**src/rtl/seg7_scan_capture.sv**
```systemverilog
// Receive-side monitor for a 4-digit multiplexed 7-segment bus: decodes each settled digit
// phase and reassembles the value as binary. Define SEG7_CAP_DP_EN to capture per-digit decimal points.
module seg7_scan_capture #(
    parameter int SETTLE    = 4,
    parameter int STALE_CYC = 1000000
) (
    input  logic        clk,
    input  logic        rst,
    input  logic [6:0]  i_sseg,
    input  logic [3:0]  i_an,
    input  logic        i_dp,
    output logic [15:0] o_num,
    output logic        o_valid,
    output logic        o_err,
    output logic        o_stale,
    output logic [3:0]  o_dp
);

    localparam int SW = (SETTLE > 1) ? $clog2(SETTLE) : 1;
    localparam int TW = $clog2(STALE_CYC + 1);
    localparam logic [SW-1:0] SETTLE_LAST = SW'(SETTLE - 1);
    localparam logic [TW-1:0] STALE_MAX   = TW'(STALE_CYC);

    typedef enum logic [1:0] {IDLE, SAMPLE, CONVERT, DONE} state_t;

    // Returns {decodable, digit}; a blanked digit reads as 0.
    function automatic logic [4:0] seg_decode(input logic [6:0] s);
        case (s)
            7'h40:   return {1'b1, 4'd0};
            7'h79:   return {1'b1, 4'd1};
            7'h24:   return {1'b1, 4'd2};
            7'h30:   return {1'b1, 4'd3};
            7'h19:   return {1'b1, 4'd4};
            7'h12:   return {1'b1, 4'd5};
            7'h02:   return {1'b1, 4'd6};
            7'h78:   return {1'b1, 4'd7};
            7'h00:   return {1'b1, 4'd8};
            7'h10:   return {1'b1, 4'd9};
            7'h7F:   return {1'b1, 4'd0};
            default: return 5'b0_0000;
        endcase
    endfunction

    function automatic logic an_valid(input logic [3:0] a);
        return (a == 4'b1110) || (a == 4'b1101) || (a == 4'b1011) || (a == 4'b0111);
    endfunction

    function automatic logic [1:0] an_index(input logic [3:0] a);
        case (a)
            4'b1101: return 2'd1;
            4'b1011: return 2'd2;
            4'b0111: return 2'd3;
            default: return 2'd0;
        endcase
    endfunction

    function automatic logic [13:0] mul10_add(input logic [13:0] acc_in, input logic [3:0] d);
        return (acc_in << 3) + (acc_in << 1) + {10'd0, d};
    endfunction

    function automatic logic [TW-1:0] stale_inc(input logic [TW-1:0] c);
        return (c == STALE_MAX) ? c : c + TW'(1);
    endfunction

    state_t        state;
    logic [SW-1:0] settle_cnt;
    logic          armed;
    logic [3:0]    mask;
    logic [1:0]    k;
    logic          vld_p0;
    logic [TW-1:0] stale_cnt;

    logic [10:0]   prev_p0;
    logic [3:0]    digit_p0;
    logic [1:0]    idx_p0;
    logic [3:0]    slot [4];
    logic [13:0]   acc;

    logic [4:0]    dec;
    logic          stable;
    logic          fire;
    logic [3:0]    idx_oh;

    assign dec     = seg_decode(i_sseg);
    assign stable  = ({i_an, i_sseg} == prev_p0) && an_valid(i_an);
    assign fire    = (state == IDLE) && stable && armed && (settle_cnt == SETTLE_LAST);
    assign idx_oh  = 4'b0001 << idx_p0;
    assign o_stale = (stale_cnt == STALE_MAX);

`ifdef SEG7_CAP_DP_EN
    logic       dp_p0;
    logic [3:0] dp_slot;
`else
    logic unused_dp;
    assign unused_dp = i_dp;
    assign o_dp      = 4'b0000;
`endif

    always_ff @(posedge clk) begin
        if (!rst) begin
            state      <= IDLE;
            settle_cnt <= '0;
            armed      <= 1'b1;
            mask       <= '0;
            k          <= '0;
            vld_p0     <= 1'b0;
            o_num      <= '0;
            o_valid    <= 1'b0;
            o_err      <= 1'b0;
            stale_cnt  <= '0;
`ifdef SEG7_CAP_DP_EN
            o_dp       <= 4'b0000;
`endif
        end else begin
            o_valid   <= 1'b0;
            o_err     <= 1'b0;
            stale_cnt <= stale_inc(stale_cnt);
            case (state)
                IDLE: begin
                    // armed allows one sample per dwell; any bus change re-arms it
                    if (!stable) begin
                        settle_cnt <= '0;
                        armed      <= 1'b1;
                    end else if (fire) begin
                        state  <= SAMPLE;
                        armed  <= 1'b0;
                        vld_p0 <= dec[4];
                    end else if (settle_cnt != SETTLE_LAST) begin
                        settle_cnt <= settle_cnt + SW'(1);
                    end
                end
                SAMPLE: begin
                    if (vld_p0) begin
                        mask <= mask | idx_oh;
                        if ((mask | idx_oh) == 4'b1111) begin
                            state <= CONVERT;
                            k     <= 2'd3;
                        end else begin
                            state <= IDLE;
                        end
                    end else begin
                        o_err <= 1'b1;
                        mask  <= '0;
                        state <= IDLE;
                    end
                end
                CONVERT: begin
                    k <= k - 2'd1;
                    if (k == 2'd0) state <= DONE;
                end
                DONE: begin
                    o_num     <= {2'b00, acc};
                    o_valid   <= 1'b1;
                    mask      <= '0;
                    stale_cnt <= '0;
                    state     <= IDLE;
`ifdef SEG7_CAP_DP_EN
                    o_dp      <= dp_slot;
`endif
                end
                default: state <= IDLE;
            endcase
        end
    end

    // ---- p0: sampled digit; slots; MSD-first conversion ----
    always_ff @(posedge clk) begin
        prev_p0 <= {i_an, i_sseg};
        if (fire) begin
            digit_p0 <= dec[3:0];
            idx_p0   <= an_index(i_an);
`ifdef SEG7_CAP_DP_EN
            dp_p0    <= ~i_dp;
`endif
        end
        if (state == SAMPLE && vld_p0) begin
            slot[idx_p0] <= digit_p0;
            acc          <= '0;
`ifdef SEG7_CAP_DP_EN
            dp_slot[idx_p0] <= dp_p0;
`endif
        end
        if (state == CONVERT) acc <= mul10_add(acc, slot[k]);
    end

endmodule

```
**config.mk**
```make
export PLATFORM = sky130hd
export DESIGN_NAME = seg7_scan_capture
export DESIGN_NICKNAME = d
export VERILOG_FILES = /design/src/rtl/seg7_scan_capture.sv
export SDC_FILE = /design/constraint.sdc
export NUM_CORES = 1
export LEC_CHECK = 0
export BUFFER_PORTS_ARGS = -buffer_cell sky130_fd_sc_hd__buf_2
export CORE_MARGIN = 10
export CORE_UTILIZATION = 44
export CTS_BUF_LIST = sky130_fd_sc_hd__clkbuf_8 sky130_fd_sc_hd__clkbuf_16
export DETAILED_ROUTE_END_ITERATION = 10
export PLACE_DENSITY_LB_ADDON = 0.3
export SETUP_SLACK_MARGIN = 0.05
export SYNTH_ARGS = -nofsm -noshare
export SYNTH_HDL_FRONTEND = slang
export SYNTH_SLANG_ARGS = --single-unit
```
**constraint.sdc**
```tcl
create_clock -name clk -period 5.6 [get_ports clk]
set_input_delay 0.28 -clock clk [delete_from_list [all_inputs] [get_ports clk]]
set_output_delay 0.28 -clock clk [all_outputs]
set_load 0.03 [all_outputs]
```
==> flow_metrics.env <==
export IMPL_cts_setup_buffers=0
export IMPL_drv_cap=0
export IMPL_synthTopCellsByCount="61 x dfxtp_1, 36 x edfxtp_1, 33 x nor2_1, 26 x ha_1, 24 x xor2_1"
export IMPL_synth_area_um2=4720
export IMPL_die_x_um=124
export IMPL_rsz0062_at_grt="no"
export IMPL_p_comb_frac=0.044
export IMPL_crit_fanout=4
export IMPL_yosys_warnings=0
export IMPL_clk_pin_slew_ns=0.10
export IMPL_hold_slack_ns=0.0872
export IMPL_async_reset_ff_frac=0
export IMPL_fin_area_um2=5120
export IMPL_initial_core_util=0.454
export IMPL_grt_overflow_total=0
export IMPL_syn_avg_cell_area_um2=10.6
export IMPL_via_count=3303
export IMPL_fin_nets=508
export IMPL_antenna_found_initial=0
export IMPL_htree_num_levels=3
export IMPL_cellPowerDensity_nw_per_um2=239
export IMPL_endpoint_kind="flip-flop"
export IMPL_switching_share=0.251
export IMPL_place_port_buffers=29
export IMPL_startpoint_type="flip-flop"
export IMPL_crit_required_ns=5.71
export IMPL_postRouteAntennaNets=0
export IMPL_slew_violations=0
export IMPL_routed_wl_um=8850
export IMPL_ios=37
export IMPL_p_sw_mw=0.308
export IMPL_tns_ns=0
export IMPL_drtIter0Drc=280
export IMPL_wire_per_inst_um=14.6
export IMPL_synth_top_cell_area_share=0.258
export IMPL_setup_ws_ns=2.39
export IMPL_intPower_mw=0.919
export IMPL_placementRows=37
export IMPL_dp_cells=591
export IMPL_die_area_um2=15300
export IMPL_stdcell_count=607
export IMPL_hold_class="input port to flip-flop"
export IMPL_yosysSeqAreaShare=0.487
export IMPL_grt_pass1_wl_um=15400
export IMPL_peakVddDrop_uv=219
export IMPL_synth_top_area_cell="dfxtp_1"
export IMPL_die_y_um=124
export IMPL_fmax_mhz=312
export IMPL_critPathKind="flip-flop to flip-flop"
export IMPL_grt_use_total=0.124
export IMPL_cts_sinks=97
export IMPL_routed_via_density=5.44
export IMPL_synth_distinct_cells=64
export IMPL_synth_ff_type="dfxtp_1"
export IMPL_postCtsHoldBufs=0
export IMPL_clkPwrFrac=0.357
export IMPL_hold_viol=0
export IMPL_clock_tree_buffer_depth=2
export IMPL_drcViolationCount=0
export IMPL_finClkSkew_ns=0.0115
export IMPL_cts_tree="done"
export IMPL_hpwl_um=6450
export IMPL_cp_data_arrival_time_ns=3.31
export IMPL_core_area_um2=10400
export IMPL_grt_pass1_vias=3255
export IMPL_synth_area_top_cells="dfxtp_1 26%, edfxtp_1 23%, ha_1 6.9%"
export IMPL_synth_edff_count=36
export IMPL_yosys_cell_count_top_type="dfxtp_1"
export IMPL_period_minus_slack_ns=3.21
export IMPL_synth_seq_cells=97
export IMPL_grt_max_degree=21
export IMPL_clk_latency_ns=0.37
export IMPL_fin_util=0.492
export IMPL_diodes=0
export IMPL_area_delta_synth_final_pct=8.47
export IMPL_drt_first_pass_iters=4
export IMPL_outcome="finished, final reports clean"
export IMPL_leakage_nw=1.90
export IMPL_cts_resized_gates=0
export IMPL_pwr_share_seq=0.600
export IMPL_pre_cts_ws_ns=2.42
export IMPL_tightestPinTransition_ns=1.21
export IMPL_layout_drive_gt1_share=0.130
export IMPL_gp_congestion=0.841
export IMPL_synthCells=446
export IMPL_fin_crit_sh=0.573
export IMPL_cts_root_buf="clkbuf_8"
export IMPL_p_total_mw=1.23
export IMPL_slew_headroom=0.193
export IMPL_cts_buffers=9
export IMPL_setup_viol=0
export IMPL_placedInstanceArea_um2=4940
cell families (layout without fill, tap and decap cells):
logic type | count (synthesis) | after routing | share of synthesized area
buf+inv | 43 | 63 | 0.0400
flops | 97 | 97 | 0.487
compound gates | 92 | 92 | 0.137
other cells | 1 | 6 | 0.000794
xor+xnor | 34 | 34 | 0.0630
simple gates | 146 | 146 | 0.174
fa+ha+maj | 28 | 28 | 0.0773
mux | 5 | 5 | 0.0212
state kept, by name, indices dropped and copies added (netlist names), named ones only:
register and count:
stale_cnt 20, slot 16, acc 14, o_num 14
prev_p0 11, digit_p0 4, mask 4, idx_p0 2
k 2, settle_cnt 2, armed 1, o_err 1
o_valid 1, state 1, vld_p0 1
cells in the final DEF (no fill, tap or decap), types with 15 or more instances in the layout:
cell      instances
inv_1            17
xor2_1           24
nor2_1           33
dfxtp_1          61
a21oi_1          20
edfxtp_1         36
nand3_1          18
ha_1             26
nor3_1           15
nand2_1          18
o21ai_0          15
buf_2            29
cell type report:
cell class              instances  area [µm²]
inverters                      18        67.6
clock inverters                 7        63.8
multi-input cells             311        2250
flip-flops and latches         97        2300
fillers                       953        5290
repair buffers                 29         145
clock buffers                   9         124
well taps                     136         170
power groups by stage:
stage / sequential [mW] / clock, mW / combinational, mW
floorplan: 0.750 / 0 / 0.0438
global placement: 0.751 / 0 / 0.0513
detailed placement: 0.752 / 0 / 0.0534
CTS: 0.736 / 0.451 / 0.0535
global route: 0.736 / 0.481 / 0.0603
finish: 0.736 / 0.437 / 0.0535
worst paths after layout:
check                                               to  slack (ns)  depth (start not counted)             startpoint
worst max-delay path             acc[11]$_SDFFCE_PN0P_        2.39                         10              flip-flop
worst min-delay path                prev_p0[7]$_DFF_P_        0.09                          1                i_an[0]
worst max register to register   acc[11]$_SDFFCE_PN0P_        2.39                         10              flip-flop
worst min register to register  o_num[13]$_SDFFE_PN0P_        0.48                          1  acc[13]$_SDFFCE_PN0P_
metal layers:
layer,vias up,global-route usage,wire [µm]
met5,-,0,0
met4,0,0.0408,114
met3,11,0.0367,427
met2,59,0.208,4220
met1,1555,0.150,4080
li1,1678,-,-
critical path, cell delays in order (launching register included):
cell and delay, ns:
dfxtp_1 0.50, mux4_2 0.54, inv_1 0.08, fa_1 0.45, inv_1 0.08, ha_1 0.25
a211oi_1 0.33, o21ai_0 0.23, a41oi_1 0.26, xor2_1 0.17, nor2_1 0.06
Note: power is estimated with default switching activity, not from simulation.
